$ cat src/rtl/uart_tx_unit.sv
// UART transmitter: byte FIFO feeding an 11-bit frame serialiser (start, 8 data LSB-first, even parity, stop).
// Latency: a byte written on cycle N can start its frame on the first tx_tick from cycle N+1; one line bit per tick.
// Backpressure: tx_full is high when FIFO_DEPTH bytes are queued; a write while full is silently dropped.
module uart_tx_unit #(
    parameter int FIFO_WIDTH = 8,
    parameter int FIFO_DEPTH = 8
) (
    input  logic                  clk,
    input  logic                  rst,
    input  logic                  tx_tick,
    input  logic                  wen,
    input  logic [FIFO_WIDTH-1:0] write_data,
    output logic                  tx,
    output logic                  tx_busy,
    output logic                  tx_done,
    output logic                  tx_full,
    output logic                  tx_empty
);

    localparam int AW = $clog2(FIFO_DEPTH);
    localparam logic [AW:0] FULL_CNT = (AW+1)'(FIFO_DEPTH);

    typedef enum logic [2:0] {
        IDLE   = 3'd0,
        START  = 3'd1,
        DATA   = 3'd2,
        PARITY = 3'd3,
        STOP   = 3'd4
    } state_t;

    // ------------------------------------------------------------------
    // Byte FIFO
    // ------------------------------------------------------------------
    logic [FIFO_WIDTH-1:0] mem [FIFO_DEPTH];
    logic [AW-1:0]         wr_ptr;
    logic [AW-1:0]         rd_ptr;
    logic [AW:0]           count;
    logic [FIFO_WIDTH-1:0] head;
    logic                  push;
    logic                  pop;

    // Full is judged on the registered count, so a write in the same cycle as
    // a pop from a full FIFO is still refused.
    assign tx_full  = (count == FULL_CNT);
    assign tx_empty = (count == '0);
    assign push     = wen && !tx_full;
    assign head     = mem[rd_ptr];

    // Storage array carries no reset; stale entries are unreachable once the pointers clear.
    always_ff @(posedge clk) begin
        if (push) begin
            mem[wr_ptr] <= write_data;
        end
    end

    // Pointer and occupancy bookkeeping; pointers wrap at the power-of-two depth.
    always_ff @(posedge clk) begin
        if (rst) begin
            wr_ptr <= '0;
            rd_ptr <= '0;
            count  <= '0;
        end else begin
            if (push) begin
                wr_ptr <= wr_ptr + 1'b1;
            end
            if (pop) begin
                rd_ptr <= rd_ptr + 1'b1;
            end
            case ({push, pop})
                2'b10:   count <= count + 1'b1;
                2'b01:   count <= count - 1'b1;
                default: count <= count;
            endcase
        end
    end

    // ------------------------------------------------------------------
    // Frame serialiser
    // ------------------------------------------------------------------
    state_t     state;
    state_t     state_nxt;
    logic [7:0] shift;
    logic [7:0] shift_nxt;
    logic [2:0] bit_idx;
    logic [2:0] bit_idx_nxt;
    logic       parity;
    logic       parity_nxt;
    logic       tx_nxt;
    logic       done_nxt;
    logic       load;

    // A new byte is taken on a tick from IDLE, or straight out of STOP so
    // consecutive frames abut with no idle bit.
    assign load = tx_tick && !tx_empty && ((state == IDLE) || (state == STOP));

    // State and datapath registers; reset abandons any frame in flight.
    always_ff @(posedge clk) begin
        if (rst) begin
            state   <= IDLE;
            shift   <= '0;
            bit_idx <= '0;
            parity  <= 1'b0;
            tx      <= 1'b1;
            tx_busy <= 1'b0;
            tx_done <= 1'b0;
        end else begin
            state   <= state_nxt;
            shift   <= shift_nxt;
            bit_idx <= bit_idx_nxt;
            parity  <= parity_nxt;
            tx      <= tx_nxt;
            tx_busy <= (state_nxt != IDLE);
            tx_done <= done_nxt;
        end
    end

    // Next-state: the FSM only moves on baud ticks.
    always_comb begin
        state_nxt = state;
        if (tx_tick) begin
            case (state)
                IDLE: begin
                    if (!tx_empty) begin
                        state_nxt = START;
                    end
                end
                START: begin
                    state_nxt = DATA;
                end
                DATA: begin
                    if (bit_idx == 3'd7) begin
                        state_nxt = PARITY;
                    end
                end
                PARITY: begin
                    state_nxt = STOP;
                end
                STOP: begin
                    state_nxt = tx_empty ? IDLE : START;
                end
                default: begin
                    state_nxt = IDLE;
                end
            endcase
        end
    end

    // Outputs and datapath updates: each tick drives the next line bit, so
    // tx changes on the same edge as the tick that ends the previous bit.
    always_comb begin
        pop         = 1'b0;
        tx_nxt      = tx;
        shift_nxt   = shift;
        bit_idx_nxt = bit_idx;
        parity_nxt  = parity;
        done_nxt    = 1'b0;
        if (tx_tick) begin
            case (state)
                IDLE: begin
                    tx_nxt = 1'b1;
                end
                START: begin
                    tx_nxt      = shift[0];
                    bit_idx_nxt = 3'd0;
                end
                DATA: begin
                    if (bit_idx != 3'd7) begin
                        // shift[1] is the bit that becomes shift[0] after this shift.
                        shift_nxt   = {1'b0, shift[7:1]};
                        bit_idx_nxt = bit_idx + 3'd1;
                        tx_nxt      = shift[1];
                    end else begin
                        tx_nxt = parity;
                    end
                end
                PARITY: begin
                    tx_nxt = 1'b1;
                end
                STOP: begin
                    done_nxt = 1'b1;
                    tx_nxt   = 1'b1;
                end
                default: begin
                    tx_nxt = 1'b1;
                end
            endcase
            if (load) begin
                pop        = 1'b1;
                shift_nxt  = head[7:0];
                parity_nxt = ^head[7:0];
                tx_nxt     = 1'b0;
            end
        end
    end

endmodule

$ cat config.mk
export PLATFORM = sky130hd
export DESIGN_NAME = uart_tx_unit
export DESIGN_NICKNAME = d
export VERILOG_FILES = /design/src/rtl/uart_tx_unit.sv
export SDC_FILE = /design/constraint.sdc
export NUM_CORES = 1
export LEC_CHECK = 0
export BUFFER_PORTS_ARGS = -buffer_cell sky130_fd_sc_hd__buf_2
export CORE_MARGIN = 1.5
export CORE_UTILIZATION = 55
export CTS_CLUSTER_SIZE = 40
export DETAILED_ROUTE_END_ITERATION = 12
export PLACE_DENSITY = 0.72
export RECOVER_POWER = 50
export SLEW_MARGIN = 20
export SYNTH_ARGS = -nofsm -noshare
export SYNTH_HDL_FRONTEND = slang
export SYNTH_SLANG_ARGS = --single-unit
export TNS_END_PERCENT = 1
$ cat constraint.sdc
create_clock -name clk -period 3.33 [get_ports clk]
set_clock_uncertainty 0.1 [all_clocks]
set_input_delay 0.333 -clock clk [delete_from_list [all_inputs] [get_ports clk]]
set_output_delay 0.333 -clock clk [all_outputs]
set_load 0.005 [all_outputs]
Yosys cells after proc, flatten, opt, wreduce, memory -nomap -nowiden:

Memory sizes are Yosys's and may differ from the RTL's. A register that Yosys moved wholly into a read port is not among the register bits.
Index checks and enable logic that the tools add are counted.

* $add $sub $neg: 5
* multipliers: 0
* div/mod/pow operators: 0
* order comparisons: 0
* eq/ne operators: 10
* shifts and indexed selects: 0
* mux-type cells: 21
* bitwise operators: 1
* reduce and logical (&&, ||, !) cells: 18

Operators with widths (count)
* $mux W8: 3
* $mux W3: 6
* $pmux W3 S5: 1
* $add A3 B1 Y3 const B: 3
* $mux W1: 8
* $pmux W4 S2: 1
* $reduce_bool A2 Y1: 4
* $reduce_xor A8 Y1: 1
* $eq A3 B2 Y1 const B: 2
* $eq A3 B3 Y1 const B: 2
* $pmux W3 S2: 1
* $reduce_and A3 Y1: 2
* $add A4 B1 Y4 const B: 1
* $eq A4 B4 Y1 const B: 1
* $logic_not A4 Y1: 1
* $sub A4 B1 Y4 const B: 1
* $eq A3 B1 Y1 const B: 1
* $logic_and A1 B1 Y1: 3
* $logic_not A3 Y1: 1
* $ne A3 B3 Y1 const B: 1
* $reduce_bool A3 Y1: 1
* $eq A2 B1 Y1 const B: 1
* $eq A2 B2 Y1 const B: 1
* $logic_not A1 Y1: 2
* other kinds (6): 6

* flip-flop bits (word level): 28
* bits in latches: 0
* RAM bits: 64
* memory bits (read-only): 0
* output and inout bits: 5
* memories: 1

Memory list
* mem: words 8, bits a word 8, rd ports 1, clocked after Yosys merged registers in 1, write ports 1, line 34 `logic [FIFO_WIDTH-1:0] mem [FIFO_DEPTH];`

Logic depth before layout (Yosys ltp):

* depth after elaboration: 8
* gate-level depth with buffers: 13
* mapped depth without buffers: 11

Worst setup path before layout:

No wires, ideal clock.

* path kind: register to register
* start: reg count[1]
* end: reg count[2]
* data arrival time: 2.630 ns
* path slack: 0.530 ns
* cell stages (with the launch flop): 13
* clock period less this slack: 2.800 ns
* path through: dfxtp_1 -> clkbuf_1 -> nor4_1 -> nor3_1 -> nand2_1 -> clkinv_1 -> ha_1 -> xor2_1 -> ha_1 -> a21oi_1 -> xor2_1 -> or3_1 -> a21oi_1

* longest elaborated chain between the ends: 8

RTL lines
* from (decl): line 37 `logic [AW:0] count;`
* from (signal assigned): line 70 `2'b10: count <= count + 1'b1;`
* from (signal assigned): line 71 `2'b01: count <= count - 1'b1;`
* from (signal assigned): line 72 `default: count <= count;`
* $logic_not A4 Y1 *: line 45 `assign tx_empty = (count == '0);`
* named net tx_empty: line 17 `output logic tx_empty`
* $logic_not A1 Y1 *
* $logic_and A1 B1 Y1 * (2 in series): line 94 `assign load = tx_tick && !tx_empty && ((state == IDLE) || (state == STOP));`
* $mux W1 *: line 187 `if (load) begin`
* $mux W1 *: line 157 `if (tx_tick) begin`
* named net pop: line 40 `logic pop;`
* $eq A2 B1 Y1 / $eq A2 B2 Y1 (equally long branches): line 69 `case ({push, pop})`
* $pmux W4 S2 / $reduce_bool A2 Y1 (equally long branches)

Mark *: on every way through the listed nets, which the timed path passes. The rest lies on a longest branch.
A chain may end at the register's enable or synchronous reset.

Final worst setup path:

* start: reg count[0]
* end: reg count[2]

* longest elaborated chain between the ends: 8

RTL lines (line)
* $logic_not A4 Y1 *: 45
* $logic_not A1 Y1 *
* $logic_and A1 B1 Y1 * (2 in series): 94
* $mux W1 *: 187
* $mux W1 *: 157
* named net pop: 40
* $eq A2 B1 Y1 / $eq A2 B2 Y1 (equally long branches): 69
* $pmux W4 S2 / $reduce_bool A2 Y1 (equally long branches)

Marked as above.

==> flow_summary.yaml <==
clock_tree:
  holdBufCountCts: 0
  insertion_delay_ps: 350
  ctsResizeCount: 0
  path_clk_slew_ps: 100
  cts_buffers: 9
  root_buffer: "clkbuf_8"
  cts.path.max_buffers: 2
  cts_max_level: 3
  post_cts_buffers: 0
  cts_sinks: 95
  cts_tree: "built"
logic_synthesis:
  synth.distinct_cells: 43
  synthMostInstantiatedCell: "edfxtp_1"
  yosys_warnings: 0
  syn_inst: 277
  synth_common_cells: "edfxtp_1, dfxtp_1, nor2_1, nand2_1, a21oi_1"
  synth_area_per_cell_um2: 14.4
  ys_seq_area_share_pct: 63.8
  synth-seq-cells: 95
  synth.largest_area_cell: "edfxtp_1"
  synth_fp_nets: 296
  yosys-top-cells-area: "edfxtp_1, dfxtp_1, mux4_1"
  async_reset_ff_share_pct: 0
  synthFlopType: "edfxtp_1"
  synth_top_area_share_pct: 48.2
  synth_edf_count: 64
  synth_area_um2: 3990
power:
  switching_share_pct: 30.2
  power_density_nw_per_um2: 727
  total_power_uw: 3170
  clockPowerShare_pct: 24.1
  pwr-share-seq_pct: 47.0
  p_int_uw: 2220
  p_sw_uw: 959
  p_leak_uw: 0.00148
  combPwrFrac_pct: 28.8
  vdd_drop_max_mv: 0.473
setup_path:
  critPathMaxFanout: 9
  crit_family: "simple AND/OR/NAND/NOR gates"
  cp.required_ps: 3520
  crit_arrival_ps: 3120
  crit_path_end_kind: "flip-flop"
  crit_chain: "nor4_1, nor3_1, nand2_1, clkinv_1, ha_1, xor2_1, ha_1, a21oi_1, xor2_1, or3_1, a21oi_1"
  cp_slowest_cell: "nor4_1"
  cpPeakStageDelay_ps: 380
  crit_buf_inv: 1
  crit_type: "reg -> reg"
  start_kind: "flip-flop"
global_routing:
  globalRouteOverflowTotal: 0
  antenna_found_initial: 0
  grt_max_degree: 30
  grt_pass1_wl_mm: 10.9
  grt_usage_pct: 19.7
  grt_pass1_vias: 2124
route:
  vias_per_cell: 5.54
  routed_wl_mm: 6.77
  wl_per_cell_um: 16.9
  drtIter0Drc: 66
  drc: 0
  drtPass1Iterations: 4
  vias: 2214
  wl_met2_mm: 3.54
  top_layer: "met4"
  wl_met1_mm: 3.01
  ant_nets: 0
  wl_met3_um: 176
sta:
  drv_slew: 0
  slew_headroom_pct: 43.2
  final-setup-viol-count: 0
  max_freq_mhz: 341
  worstMarginPinSlew_ps: 849
  hold_violations: 0
  min_period_ps: 2930
  setup_tns_ps: 0
  min_period_over_period_pct: 88.0
  rsz0062_at_grt: "false"
  whs_ps: 202
final_layout:
  drive_above_1_share_pct: 14.8
  final_util_pct: 63.2
  final_nets: 318
  multi_input_area_um2: 1340
  register_area_um2: 2540
  fillers: 544
  synthToLayoutAreaGrowth_pct: 9.54
  antenna_cells: 0
placed_design:
  gp_congestion: 0.785
  dp_hpwl_mm: 4.47
  port_buffers: 16
run:
  max_cap_violations: 0
floorplan:
  initial_utilization_pct: 57.7
  die_y_um: 88.1
  ios: 17
  die_w_um: 88.1
  die-area_um2: 7770
  core_area_um2: 6910
  rows: 30
outcome:
  status: "completed"
min_path:
  hold_class: "in -> reg"
registers in the layout, indices dropped and copies added (netlist names), named ones only:
name	cells
bit_idx	3
count	4
mem	64
parity	1
rd_ptr	3
shift	8
state	3
tx	1
tx_busy	1
tx_done	1
wr_ptr	3
worst min-delay path, cell delays in order:
cell     delay (ps)
buf_2           170
nand2_1          80
nor4_1           40
through the flow:
| step | std cells | cell area, um2 | setup WS, ps |
|---|---|---|---|
| 5_1_grt | 400 | 4370 | 135 |
| 6_report | 400 | 4370 | 399 |
| 2_1_floorplan | 277 | 3990 | 530 |
| 4_1_cts | 400 | 4380 | 389 |
| 3_5_place_dp | 384 | 4180 | 418 |
| 3_3_place_gp | 384 | 4180 | 513 |
power by group through the flow:
stage	logic [uW]	registers [uW]	clock network [uW]
floorplan	774	1460	0
global placement	904	1510	0
detailed placement	913	1520	0
CTS	926	1490	790
global route	1010	1510	833
finish	916	1490	766
final timing paths:
check,depth (start not counted),slack [ps],to,from
max,11,400,count[2],count[0]
min,3,200,tx_done,tx_tick
max reg2reg,11,400,count[2],count[0]
min reg2reg,2,360,shift[2],shift[2]
cell type report:
class                           count  area share [%]
Inverter                            8           0.688
Timing Repair Buffer               25            2.98
Sequential cell                    95            58.2
Multi-Input combinational cell    160            30.7
Clock buffer                       10            2.92
Clock inverter                      6            1.75
Tap cell                           96            2.75
layout by cell type, fill, tap and decap left out, types with 3 or more instances in the layout:
master / instances
nor4_1: 3
inv_1: 7
xnor2_1: 4
mux4_1: 10
nand2_1: 21
a221oi_1: 3
xor2_1: 7
nor2_1: 24
o21ai_0: 7
nand2b_1: 6
or3_1: 6
buf_2: 5
edfxtp_1: 64
mux2_2: 5
dfxtp_1: 31
buf_4: 8
ha_1: 7
o22ai_1: 3
clkbuf_8: 9
clkbuf_1: 13
nor2b_1: 4
nor3_1: 7
a21oi_1: 18
mux4_2: 6
routing by layer:
| metal | GRT usage, % | vias up |
|---|---|---|
| met4 | 5.11 | 0 |
| met1 | 25.4 | 1098 |
| met5 | 0 | - |
| met3 | 5.66 | 5 |
| li1 | - | 1086 |
| met2 | 33.0 | 25 |
kinds of logic (layout without fill, tap and decap cells):
| logic type | Yosys count | count (layout) | share of synthesized area, % |
|---|---|---|---|
| simple gates | 74 | 74 | 8.54 |
| fa+ha+maj | 7 | 7 | 2.20 |
| xor+xnor | 13 | 13 | 3.42 |
| flops | 95 | 95 | 63.8 |
| compound gates | 41 | 41 | 6.34 |
| mux | 25 | 25 | 12.9 |
| buf+inv | 22 | 49 | 2.76 |
Power figures use the tool's default switching activity.
